[config.mk]
export PLATFORM = sky130hd
export DESIGN_NAME = sm_alu_pipe
export DESIGN_NICKNAME = d
export VERILOG_FILES = /design/src/rtl/sm_alu_pkg.sv /design/src/rtl/sm_alu_unit.sv /design/src/rtl/sm_alu_pipe.sv
export SDC_FILE = /design/constraint.sdc
export NUM_CORES = 1
export LEC_CHECK = 0
export CAP_MARGIN = 10
export CORE_MARGIN = 10
export CORE_UTILIZATION = 50
export CTS_BUF_LIST = sky130_fd_sc_hd__clkbuf_4
export CTS_CLUSTER_DIAMETER = 120
export DETAILED_ROUTE_END_ITERATION = 10
export PLACE_DENSITY = 0.75
export SLEW_MARGIN = 5
export SYNTH_ARGS = -nofsm -noshare
export SYNTH_HDL_FRONTEND = slang
export SYNTH_SLANG_ARGS = --single-unit
[constraint.sdc]
create_clock -name i_clk -period 3.99 [get_ports i_clk]
set_clock_uncertainty 0.1 [all_clocks]
set_input_delay 0.798 -clock i_clk [delete_from_list [all_inputs] [get_ports i_clk]]
set_output_delay 0.798 -clock i_clk [all_outputs]
set_load 0.02 [all_outputs]
[src/rtl/sm_alu_pkg.sv]
// Shared opcode encoding, status bit positions and the flag helper for the SM/U2 ALU.
package sm_alu_pkg;

    typedef enum logic [1:0] {
        OP_SUB     = 2'd0,
        OP_SM_LT   = 2'd1,
        OP_CLR_BIT = 2'd2,
        OP_SM2U2   = 2'd3
    } op_e;

    localparam int ST_ZERO = 0;
    localparam int ST_MSB  = 1;
    localparam int ST_EVEN = 2;
    localparam int ST_ONES = 3;

    // Status flags of a w-bit result held in the low bits of res.
    function automatic logic [3:0] f_status(input logic [63:0] res, input int w);
        logic [63:0] mask;
        logic [63:0] val;
        logic [3:0]  st;
        mask = (w >= 64) ? '1 : ((64'd1 << w) - 64'd1);
        val  = res & mask;
        st   = '0;
        st[ST_ZERO] = (val == '0);
        st[ST_MSB]  = val[w-1];
        st[ST_EVEN] = ~^val;
        st[ST_ONES] = (val == mask);
        return st;
    endfunction

endpackage

[src/rtl/sm_alu_unit.sv]
// Combinational core: opcode and operands to result, status flags and error bit.
module sm_alu_unit
    import sm_alu_pkg::*;
#(
    parameter int M = 4,
    parameter int N = 2
) (
    input  logic [N-1:0] op,
    input  logic [M-1:0] a,
    input  logic [M-1:0] b,
    output logic [M-1:0] result,
    output logic [3:0]   status,
    output logic         error
);

    localparam logic [M-1:0] IDX_LIM = M[M-1:0];
    localparam logic [M-1:0] ONE     = {{(M-1){1'b0}}, 1'b1};

    logic         sign_a;
    logic         sign_b;
    logic [M-2:0] mag_a;
    logic [M-2:0] mag_b;
    logic         illegal;
    logic         lt;

    assign sign_a  = a[M-1];
    assign sign_b  = b[M-1];
    assign mag_a   = a[M-2:0];
    assign mag_b   = b[M-2:0];
    assign illegal = (op >> 2) != '0;

    // Sign-magnitude less-than; both zeros compare equal regardless of sign.
    always_comb begin
        lt = 1'b0;
        if (mag_a == '0 && mag_b == '0)
            lt = 1'b0;
        else if (sign_a != sign_b)
            lt = sign_a;
        else if (!sign_a)
            lt = (mag_a < mag_b);
        else
            lt = (mag_a > mag_b);
    end

    // Opcode decode and result selection.
    always_comb begin
        result = '0;
        error  = 1'b0;
        if (illegal) begin
            result = '0;
            error  = 1'b1;
        end else begin
            case (op_e'(op[1:0]))
                OP_SUB:   result = a - b;
                OP_SM_LT: result = {{(M-1){1'b0}}, lt};
                OP_CLR_BIT: begin
                    if (b < IDX_LIM) begin
                        result = a & ~(ONE << b);
                    end else begin
                        result = a;
                        error  = 1'b1;
                    end
                end
                OP_SM2U2: begin
                    if (!sign_a) begin
                        result = a;
                    end else if (mag_a == '0) begin
                        result = '0;
                        error  = 1'b1;
                    end else begin
                        result = '0 - {1'b0, mag_a};
                    end
                end
                default: begin
                    result = '0;
                    error  = 1'b1;
                end
            endcase
        end
    end

    // Flags describe the final result only.
    always_comb begin
        status = f_status(64'(result), M);
    end

endmodule

[src/rtl/sm_alu_pipe.sv]
// Two-stage valid/ready pipeline around the SM/U2 ALU core, with a saturating error counter.
module sm_alu_pipe
    import sm_alu_pkg::*;
#(
    parameter int M     = 4,
    parameter int N     = 2,
    parameter int CNT_W = 8
) (
    input  logic             i_clk,
    input  logic             i_rst,
    input  logic             i_valid,
    output logic             o_ready,
    input  logic [N-1:0]     i_op,
    input  logic [M-1:0]     i_argA,
    input  logic [M-1:0]     i_argB,
    output logic             o_valid,
    input  logic             i_ready,
    output logic [M-1:0]     o_result,
    output logic [3:0]       o_status,
    output logic             o_error,
    input  logic             i_clr_cnt,
    output logic [CNT_W-1:0] o_err_cnt
);

    logic             rdy_en;
    logic             vld_p1;
    logic [N-1:0]     op_p1;
    logic [M-1:0]     a_p1;
    logic [M-1:0]     b_p1;
    logic             vld_p2;
    logic [M-1:0]     res_p2;
    logic [3:0]       st_p2;
    logic             err_p2;
    logic [CNT_W-1:0] cnt;

    logic             load_p2;
    logic             accept;
    logic             deliver;
    logic [M-1:0]     unit_res;
    logic [3:0]       unit_st;
    logic             unit_err;

    assign load_p2 = !vld_p2 || i_ready;
    assign o_ready = rdy_en && (!vld_p1 || load_p2);
    assign accept  = i_valid && o_ready;
    assign deliver = vld_p2 && i_ready;

    assign o_valid   = vld_p2;
    assign o_result  = res_p2;
    assign o_status  = st_p2;
    assign o_error   = err_p2;
    assign o_err_cnt = cnt;

    sm_alu_unit #(.M(M), .N(N)) u_unit (
        .op     (op_p1),
        .a      (a_p1),
        .b      (b_p1),
        .result (unit_res),
        .status (unit_st),
        .error  (unit_err)
    );

    // Stage 1: capture accepted operands; hold while the stage is blocked.
    always_ff @(posedge i_clk or posedge i_rst) begin
        if (i_rst) begin
            rdy_en <= 1'b0;
            vld_p1 <= 1'b0;
            op_p1  <= '0;
            a_p1   <= '0;
            b_p1   <= '0;
        end else begin
            rdy_en <= 1'b1;
            if (o_ready)
                vld_p1 <= i_valid;
            if (accept) begin
                op_p1 <= i_op;
                a_p1  <= i_argA;
                b_p1  <= i_argB;
            end
        end
    end

    // Stage 2: register the core outputs; frozen while the consumer stalls.
    always_ff @(posedge i_clk or posedge i_rst) begin
        if (i_rst) begin
            vld_p2 <= 1'b0;
            res_p2 <= '0;
            st_p2  <= '0;
            err_p2 <= 1'b0;
        end else if (load_p2) begin
            vld_p2 <= vld_p1;
            if (vld_p1) begin
                res_p2 <= unit_res;
                st_p2  <= unit_st;
                err_p2 <= unit_err;
            end
        end
    end

    // Saturating count of delivered error beats; clear wins over increment.
    always_ff @(posedge i_clk or posedge i_rst) begin
        if (i_rst)
            cnt <= '0;
        else if (i_clr_cnt)
            cnt <= '0;
        else if (deliver && err_p2 && cnt != '1)
            cnt <= cnt + 1'b1;
    end

endmodule

---- Word level (Yosys, flattened, before mapping) ----
Cells that the tools add are included.
cells by class
  $add $sub $neg .......................... 3
  $lt $le $gt $ge ......................... 3
  equal/unequal tests ..................... 6
  shifts and indexed selects .............. 1
  mux-type cells .......................... 13
  bitwise gates (word level) .............. 2
  reduce and logical (&&, ||, !) cells .... 17
operators by type and width
  operator                                                              count
  64-bit logical NOT                                                    1
  64-bit XNOR reduction                                                 1
  8-bit 2-to-1 mux                                                      2
  4-bit case mux with 4 select lines                                    1
  4-bit 2-to-1 mux                                                      3
  8-bit by 1-bit adder with 8-bit output, second input constant         1
  8-bit inequality test, second input constant                          1
  1-bit logical AND                                                     6
  3-bit logical NOT                                                     2
  1-bit 2-to-1 mux                                                      6
  4-bit bitwise AND                                                     1
  2-bit == test, second input constant                                  2
  4-bit == test, second input constant                                  1
  4-bit by 3-bit < comparator with 1-bit output, second input constant  1
  4-bit NOT                                                             1
  1-bit by 4-bit << shifter with 4-bit output, first input constant     1
  1-bit by 3-bit subtractor with 4-bit output, first input constant     1
  4-bit subtractor                                                      1
  3-bit > comparator                                                    1
  3-bit < comparator                                                    1
  2-bit by 1-bit == test with 1-bit output, second input constant       1
  1-bit logical NOT                                                     2
  2-bit logical NOT                                                     1
  1-bit logical OR                                                      2
  other kinds (4)                                                       4
storage, ports and cells
  register bits ........................... 30
  bits of input ports ..................... 15
  output and inout port bits .............. 19
  word-level logic and storage cells ...... 55

---- Longest topological paths before layout ----
Gate-level depths: netlist (run 1).
  depth in word-level cells ............... 6
  depth in mapped cells ................... 10
  gate-level depth less buffers ........... 10

---- By module ----
From an unflattened synthesis (run 1), not the netlist that was laid out.
second synthesis, totals
  cell total of the unflattened synthesis .. 165
  area total of the unflattened synthesis .. 1,737.9 um2
by module, submodules not included
  module       instances  cells each  area each (um2)  sequential area each (um2)
  sm_alu_pipe  1          93          1,227.4          750.7
  sm_alu_unit  1          72          510.5            0.0

---- Least setup slack after synthesis (run 1) ----
OpenSTA, ideal clock, no wires.
  path type ............................... register -> register
  from .................................... register b_p1[1]
  to ...................................... register st_p2[2], in the netlist o_status[2]
  library setup time ...................... 0.083 ns
  data arrival time ....................... 2.067 ns
  required time ........................... 3.807 ns
  slack ................................... 1.740 ns
  cell stages (with the launch flop) ...... 10
  buffers on the path ..................... 0
  clock period less this slack ............ 2.250 ns
  path through ............................ dfrtp_1 -> inv_1 -> ha_1 -> nand2b_1 -> or4bb_1 -> o2111ai_1 -> a22o_1 -> ha_1 -> xor2_1 -> o21ai_0
between the ends
  cells in the longest elaborated chain, start to end .. 6
  elaborated cells on any way between the ends .. 15
  those cells by class .................... add/sub (1); order compare (3); shift (1); mux (5); bitwise (2); reduce/logical (3)
ends and longest elaborated chain
  element                                                RTL line                              text
  start, declared                                        sm_alu_pipe.sv:29                     logic [M-1:0] b_p1;
  start signal, assigned                                 sm_alu_pipe.sv:78                     b_p1 <= i_argB;
  3-bit < comparator, or another cell as far along       sm_alu_unit.sv:40                     lt = (mag_a < mag_b);
  1-bit 2-to-1 mux or 4-bit NOT (tied branches)          sm_alu_unit.sv:39, sm_alu_unit.sv:58
  1-bit 2-to-1 mux or 4-bit bitwise AND (tied branches)  sm_alu_unit.sv:37, sm_alu_unit.sv:58
  1-bit 2-to-1 mux or 4-bit 2-to-1 mux (tied branches)   sm_alu_unit.sv:35, sm_alu_unit.sv:57
  4-bit case mux with 4 select lines (*)                 sm_alu_unit.sv:53                     case (op_e'(op[1:0]))
  64-bit XNOR reduction (*)                              sm_alu_pkg.sv:26                      st[ST_EVEN] = ~^val;
  end signal, assigned                                   sm_alu_pipe.sv:94                     st_p2 <= unit_st;
  end, declared                                          sm_alu_pipe.sv:32                     logic [3:0] st_p2;
Mark *: on every way between the ends. The rest lies on a longest branch, timed or not.
A chain may end at the register's enable or synchronous reset.

---- Final worst setup path (run 1) ----
  from .................................... input i_ready
  to ...................................... output o_ready
between the ends
  cells in the longest elaborated chain, start to end .. 3
ends and longest elaborated chain
  element            RTL line           text
  start, declared    sm_alu_pipe.sv:17  input logic i_ready,
  1-bit logical OR   sm_alu_pipe.sv:43  assign load_p2 = !vld_p2 || i_ready;
  1-bit logical OR   sm_alu_pipe.sv:44  assign o_ready = rdy_en && (!vld_p1 || load_p2);
  1-bit logical AND  sm_alu_pipe.sv:44
  end, declared      sm_alu_pipe.sv:12  output logic o_ready,
No other way between the ends.

==> flow_metrics.tcl, run 1 <==
set metrics [dict create \
    p_leak_nw 0.963 \
    p_clk_share_pct 25.9 \
    swShare_pct 33.9 \
    status "finished, final reports clean" \
    final_nets 228 \
    rsz0062_at_grt "false" \
    tritoncts "built" \
    antenna_found_initial 0 \
    synth_edf_count 0 \
    ctsResizeCount 0 \
    cts.sinks 29 \
    clkTransAtPathRegs_ns 0.10 \
    grt-ovfl-total 0 \
    startpoint_type "input port" \
    holdWs_ns 0.373 \
    synth_area_sq_um 1680 \
    synth_top_area_cell "dfrtp_1" \
    setup_viol 0 \
    synth_top_cell_area_share_pct 43.1 \
    synth_cells 169 \
    rr_endpoint "o_status[2]" \
    std_cell_rows 21 \
    layout-drive-gt1-share_pct 10.3 \
    register_area_sq_um 726 \
    grt_pass1_vias 1407 \
    drv_cap 0 \
    worstReg2RegStart "b_p1[1]" \
    period_needed_ns 3.15 \
    synthDistinctLibCells 42 \
    synth_nets 195 \
    critPathKind "in -> out" \
    root_buffer "clkbuf_4" \
    numPortBuffers 33 \
    hold_depth 2 \
    track_usage_pct 12.6 \
    yosysWarnings 0 \
    die_h_microns 78.0 \
    area_growth_pct 27.1 \
    required_ns 3.09 \
    netlist_top_cells_count "dfrtp_1, nand2_1, nor2_1" \
    ant_nets 0 \
    dieArea_sq_um 6090 \
    drt_iter0_markers 54 \
    power.density_nw_per_um2 542 \
    synth_flop_cell "dfrtp_1" \
    hp-class "reg -> reg" \
    rr_worst_depth 9 \
    p_sw_uw 393 \
    dpl.hpwl_microns 2860 \
    drt_drc_violations_left 0 \
    slew-limit-headroom_pct 30.5 \
    reg2reg_slack_ns 1.50 \
    first_pass_iters 4 \
    num_vias 1357 \
    gp_congestion 0.872 \
    grt_pass1_wl_microns 6380 \
    irDropWorstVdd_mv 0.381 \
    diodes 0 \
    hold_violations 0 \
    htreeDepth 2 \
    clock_path_buffers 2 \
    core_area_sq_um 3280 \
    cts_buffers 5 \
    ys_seq_area_share_pct 43.1 \
    comb_power_share_pct 38.0 \
    synth_area_leaders "dfrtp_1, ha_1, mux2_2" \
    synthXorXnorAreaFrac_pct 4.68 \
    grt_max_degree 30 \
    tns_ns 0 \
    min_to "o_status[0]" \
    synthArstFlopShare_pct 100 \
    worstHoldStart "o_status[0]" \
    io_pins 34 \
    wl_per_cell_microns 14.5 \
    fp.dieW_microns 78.0 \
    wl_microns 3610 \
    cp.arrival_ns 2.25 \
    synth_fa_ha_area_share_pct 8.62 \
    synth-compound-area-share_pct 12.9 \
    multi_input_area_sq_um 890 \
    synthSimpleGateAreaFrac_pct 17.1 \
    synth.avg_cell_area_sq_um 9.96 \
    worst_pin_slew_ns 1.04 \
    start_util_pct 51.2 \
    synth-seq-cells 29 \
    cp_max_fo 4 \
    max_freq_ghz 0.318 \
    slew_viol_final 0 \
    synth_most_common_cell "dfrtp_1" \
    synth_top_family_by_area "simple AND/OR/NAND/NOR gates" \
    pre_cts_ws_ns 0.843 \
    sequentialPowerShare_pct 36.1 \
    post_cts_buffers 0 \
    muxShareOfSynthArea_pct 9.37 \
    fillers 271 \
    clk_latency_ns 0.33 \
    hold_buffers 0 \
    intPower_uw 767 \
    cp-end-kind "primary output" \
    finalCritPeriodShare_pct 78.9 \
    setup_slack_ns 0.843 \
    viasPerCell 5.45 \
]
==> registers in the layout (all words and copies together), names as in the netlist <==
register and flops:
a_p1 4, b_p1 4, o_err_cnt 8, o_error 1, o_result 3, o_status 4
o_valid 1, op_p1 2, rdy_en 1, vld_p1 1
==> area by class of cell <==
cell class	count	share of cell area, %
well taps	46	2.69
multi-input cells	124	41.6
clock inverters	3	3.04
inverters	9	1.58
repair buffers	33	15.4
flip-flops and latches	29	33.9
clock buffers	5	1.75
==> stage by stage <==
step | utilization (%) | area, sq um | std cells | power [mW]
CTS | 65.1 | 2140 | 249 | 1.17
global placement | 62.0 | 2040 | 241 | 0.851
finish | 65.1 | 2140 | 249 | 1.16
global route | 65.1 | 2140 | 249 | 1.25
detailed placement | 62.0 | 2040 | 241 | 0.872
floorplan | - | 1680 | 169 | 0.710
==> kinds of logic after synthesis <==
group / count (synthesis)
multiplexers: 14
AO/OA/AOI/OAI: 30
flip-flops: 29
AND/OR/NAND/NOR: 59
other: 1
buffers and inverters: 16
adder cells (fa/ha/maj): 11
XOR/XNOR: 9
==> worst max path at each step <==
| stage | depth (start not counted) | endpoint | from | slack (ns) |
|---|---|---|---|---|
| floorplan | 9 | o_status[2] | b_p1[1] | 1.74 |
| global placement | 4 | o_ready | i_ready | 0.84 |
| detailed placement | 4 | o_ready | i_ready | 0.84 |
| CTS | 4 | o_ready | i_ready | 0.83 |
| global route | 4 | o_ready | i_ready | 0.74 |
| finish | 4 | o_ready | i_ready | 0.84 |
==> critical path: stages <==
cell and delay (ns):
clkdlybuf4s50_1 0.49, nand2b_1 0.18, o21a_1 0.16, clkdlybuf4s50_1 0.62
==> cells in the final DEF, fill, tap and decap left out, types with 6 or more instances in the layout <==
cell type,netlist,final
ha_1,10,10
mux2_2,10,10
nand2_1,19,19
nor2_1,14,14
nand3_1,6,6
xor2_1,7,7
clkdlybuf4s50_1,0,33
o21ai_0,8,8
dfrtp_1,29,29
inv_1,9,9
==> power groups by stage <==
stage	clock network (mW)	logic (mW)	registers (mW)
after global routing	0.323	0.493	0.432
after global placement	0	0.430	0.421
after floorplan	0	0.267	0.444
after detailed placement	0	0.446	0.426
after CTS	0.305	0.447	0.420
final	0.301	0.440	0.419
==> layer usage <==
layer  vias to the layer above  global-route usage (%)  routed length, microns
li1                        667                       -                       -
met1                       638                    14.5                    1520
met2                        47                    20.5                    1770
met3                         5                    4.67                     278
met4                         0                    5.38                      41
met5                         -                       0                       0
(Power assumes the default switching activity.)
==> run 2, diff against run 1 <==
==> constraint.sdc (replaced) <==
create_clock -name i_clk -period 2.9 [get_ports i_clk]
set_clock_uncertainty 0.1 [all_clocks]
set_input_delay 0.58 -clock i_clk [delete_from_list [all_inputs] [get_ports i_clk]]
set_output_delay 0.58 -clock i_clk [all_outputs]
set_load 0.02 [all_outputs]
==> flow_metrics.tcl, run 2 (same netlist as run 1, synthesis figures left out) <==
set metrics [dict create \
    status "finished, final reports clean" \
    numPortBuffers 33 \
    slew_viol_final 0 \
    io_pins 34 \
    period_needed_ns 2.72 \
    core_area_sq_um 3280 \
    wl_microns 3610 \
    cts.sinks 29 \
    required_ns 2.22 \
    final_nets 229 \
    cp_max_fo 4 \
    p_leak_nw 0.956 \
    tritoncts "built" \
    fillers 280 \
    drt_iter0_markers 68 \
    viasPerCell 5.39 \
    diodes 0 \
    clk_latency_ns 0.32 \
    use_met2_pct 20.7 \
    ctsResizeCount 0 \
    cts_buffers 5 \
    power.density_nw_per_um2 709 \
    startpoint_type "input port" \
    grt-ovfl-total 0 \
    cp.arrival_ns 2.04 \
    first_pass_iters 4 \
    start_util_pct 51.2 \
    hold_violations 0 \
    layout-drive-gt1-share_pct 10.3 \
    ant_nets 0 \
    tns_ns 0 \
    max_freq_ghz 0.368 \
    largest_reg_flops 8 \
    root_buffer "clkbuf_4" \
    critPathKind "in -> out" \
    slew-limit-headroom_pct 66.2 \
    irDropWorstVdd_mv 0.357 \
    post-route-cell-area_sq_um 2120 \
    drt_drc_violations_left 0 \
    drv_cap 0 \
    grt_pass1_wl_microns 6290 \
    multi_input_area_sq_um 890 \
    gp_congestion 0.866 \
    met3_usage_pct 4.56 \
    worst_pin_slew_ns 0.494 \
    hp-class "reg -> reg" \
    place_area_sq_um 2040 \
    finalCritPeriodShare_pct 93.6 \
    setup_viol 0 \
    register_area_sq_um 726 \
    grt_max_degree 30 \
    fp.dieW_microns 78.0 \
    wl_per_cell_microns 14.4 \
    final_cell_mix "clkdlybuf4s50_1, dfrtp_1, nand2_1" \
    dpl.hpwl_microns 2850 \
    rsz0062_at_grt "false" \
    antenna_found_initial 0 \
    post_cts_buffers 0 \
    clock_path_buffers 2 \
    top_usage_layer "met2" \
    std_cell_rows 21 \
    cp-end-kind "primary output" \
    hold_buffers 0 \
    area_growth_pct 26.2 \
    htreeDepth 2 \
    grt_use_met1_pct 14.3 \
    track_usage_pct 12.4 \
    clkTransAtPathRegs_ns 0.08 \
    final_common_cell "clkdlybuf4s50_1" \
    num_vias 1347 \
    grt_pass1_vias 1355 \
    die_h_microns 78.0 \
    dieArea_sq_um 6090 \
]
-- run 2: changes by cell type in the layout (fill, tap and decap cells not counted), sizes merged --
cell | before | now
clkbuf | 5 | 6
buf | 0 | 1
bufinv | 2 | 1
-- run 2: per-stage QoR --
step | setup WS (ns) | util, % | total power, mW | hold WS, ns | cells
after floorplan | 0.650 | - | 0.977 | 0.363 | 169
after global placement | 0.188 | 62.2 | 1.17 | 0.353 | 242
after detailed placement | 0.191 | 62.2 | 1.19 | 0.362 | 242
after CTS | 0.177 | 64.6 | 1.52 | 0.383 | 250
after global routing | 0.106 | 64.6 | 1.62 | 0.409 | 250
final | 0.185 | 64.6 | 1.50 | 0.374 | 250
-- run 2: final timing paths --
kind / from / to / slack [ns] / cells after the start
max: i_ready / o_ready / 0.18 / 4
min: o_status[0] / o_status[0] / 0.37 / 2
max reg2reg: b_p1[1] / o_status[2] / 0.40 / 9
min reg2reg: o_status[0] / o_status[0] / 0.37 / 2
max in group asynchronous: i_rst / o_result[0] / 1.91 / 3
min in group asynchronous: i_rst / vld_p1 / 0.51 / 3
-- run 2: critical path: stages --
cell and delay (ns):
clkdlybuf4s50_1 0.48, nand2b_1 0.18, o21a_1 0.17, clkdlybuf4s50_1 0.62
-- run 2: report_power, final --
part | leakage (nW) | internal (mW) | switching (mW)
sequential | 0.365 | 0.484 | 0.0926
combinational | 0.548 | 0.305 | 0.299
clock | 0.0433 | 0.189 | 0.135
-- run 2: metal layers --
layer | vias up | part of all wire (%)
met5 | - | 0
met4 | 0 | 1.3
met3 | 6 | 6.4
met2 | 41 | 48
met1 | 638 | 44
li1 | 662 | -
-- run 2: layout make-up --
type | instances | share of cell area [%]
multi-input cells | 124 | 41.9
flip-flops and latches | 29 | 34.2
well taps | 46 | 2.71
inverters | 9 | 1.59
clock inverters | 2 | 1.59
clock buffers | 6 | 2.12
repair buffers | 34 | 15.9
==> run 3, diff against run 2 <==
--- a/config.mk
+++ b/config.mk
@@ -11,6 +11,7 @@
 export CTS_BUF_LIST = sky130_fd_sc_hd__clkbuf_4
 export CTS_CLUSTER_DIAMETER = 120
 export DETAILED_ROUTE_END_ITERATION = 10
+export GPL_TIMING_DRIVEN = 0
 export PLACE_DENSITY = 0.75
 export SLEW_MARGIN = 5
 export SYNTH_ARGS = -nofsm -noshare
==> flow_metrics.tcl, run 3 (same netlist as run 1, synthesis figures left out) <==
set metrics [dict create \
    grt-ovfl-total 0 \
    rsz0062_at_grt "false" \
    hold_buffers 0 \
    final_cell_mix "clkdlybuf4s50_1, dfrtp_1, nand2_1" \
    cp_max_fo 4 \
    min_to "o_status[3]" \
    cp-end-kind "primary output" \
    track_usage_pct 12.8 \
    swShare_pct 33.8 \
    rr_endpoint "o_status[2]" \
    htreeDepth 2 \
    finalCritPeriodShare_pct 93.9 \
    hold_depth 2 \
    period_needed_ns 2.72 \
    layout-drive-gt1-share_pct 12.4 \
    cp.arrival_ns 2.04 \
    root_buffer "clkbuf_4" \
    intPower_mw 1.08 \
    cts_buffers 5 \
    final_nets 235 \
    post_cts_buffers 0 \
    final_cells 256 \
    max_freq_ghz 0.367 \
    required_ns 2.22 \
    wl_microns 3680 \
    cts.sinks 29 \
    tritoncts "built" \
    fp.dieW_microns 78.0 \
    drt_iter0_markers 93 \
    area_growth_pct 30.2 \
    startpoint_type "input port" \
    setup_viol 0 \
    ant_nets 0 \
    slew-limit-headroom_pct 64.7 \
    clock_path_buffers 2 \
    antenna_found_initial 0 \
    diodes 0 \
    std_cell_rows 21 \
    comb_power_share_pct 40.4 \
    drt_drc_violations_left 0 \
    grt_max_degree 30 \
    core_area_sq_um 3280 \
    reg2reg_slack_ns 0.39 \
    numPortBuffers 32 \
    sequentialPowerShare_pct 34.3 \
    gp_congestion 0.857 \
    clkTransAtPathRegs_ns 0.09 \
    critPathKind "in -> out" \
    num_vias 1385 \
    final_common_cell "clkdlybuf4s50_1" \
    largest_reg_flops 8 \
    status "finished, final reports clean" \
    clk_latency_ns 0.33 \
    io_pins 34 \
    irDropWorstVdd_mv 0.379 \
    dpl.hpwl_microns 2840 \
    tns_ns 0 \
    viasPerCell 5.41 \
    drv_cap 0 \
    worstReg2RegStart "a_p1[0]" \
    dp.cells 247 \
    slew_viol_final 0 \
    wl_per_cell_microns 14.4 \
    start_util_pct 51.2 \
    power.density_nw_per_um2 741 \
    p_total_mw 1.62 \
    first_pass_iters 5 \
    p_clk_share_pct 25.3 \
    p_sw_uw 549 \
    grt_pass1_vias 1366 \
    rr_worst_depth 10 \
    p_leak_nw 0.991 \
    dieArea_sq_um 6090 \
    hold_violations 0 \
    worstHoldStart "o_status[3]" \
    hp-class "reg -> reg" \
    grt_pass1_wl_microns 6350 \
    worst_pin_slew_ns 0.516 \
    ctsResizeCount 0 \
    fin_util_pct 66.7 \
    die_h_microns 78.0 \
]
## run 3: changes by cell type in the layout (fill, tap and decap cells not counted), sizes merged
| cell | before | now |
|---|---|---|
| buf | 1 | 6 |
| bufinv | 1 | 2 |
| clkbuf | 6 | 7 |
| clkdlybuf4s50 | 33 | 32 |
## run 3: cell type report
cell class,instances,area [sq um]
plain buffers,7,33.8
fillers,277,1090
repair buffers,33,348
flip-flops and latches,29,726
clock inverters,3,65.1
well taps,46,57.6
multi-input cells,124,890
inverters,9,33.8
clock buffers,5,37.5
## run 3: worst max-delay path, cell delays in order
cell             delay (ns)
clkdlybuf4s50_1        0.49
nand2b_1               0.18
o21a_1                 0.17
clkdlybuf4s50_1        0.62
## run 3: per-stage QoR
step	hold WS, ns	cell area [sq um]	setup slack, ns
CTS	0.377	2160	0.172
detailed placement	0.355	2060	0.190
finish	0.368	2190	0.178
global placement	0.354	2060	0.173
floorplan	0.363	1680	0.650
global route	0.403	2190	0.0937
## run 3: how the worst max path moves through the flow
stage,start,to,slack [ns],depth (start not counted)
2_1_floorplan,b_p1[1],o_status[2],0.65,9
3_3_place_gp,i_ready,o_ready,0.17,4
3_5_place_dp,i_ready,o_ready,0.19,4
4_1_cts,i_ready,o_ready,0.17,4
5_1_grt,i_ready,o_ready,0.09,4
6_report,i_ready,o_ready,0.18,4
## run 3: layer usage
metal  part of all wire [%]  vias to the layer above  global-route usage, %
met2                     49                       48                   20.6
met1                     41                      652                   14.7
li1                       -                      675                      -
met5                      0                        -                      0
met4                    1.3                        0                   3.23
met3                    8.4                       10                   6.61
## run 3: power groups by stage
stage               sequential (mW)  clock (mW)  combinational, mW
floorplan                     0.611           0              0.367
global placement              0.560           0              0.628
detailed placement            0.567           0              0.648
CTS                           0.558       0.419              0.658
global route                  0.573       0.447              0.728
finish                        0.557       0.411              0.656
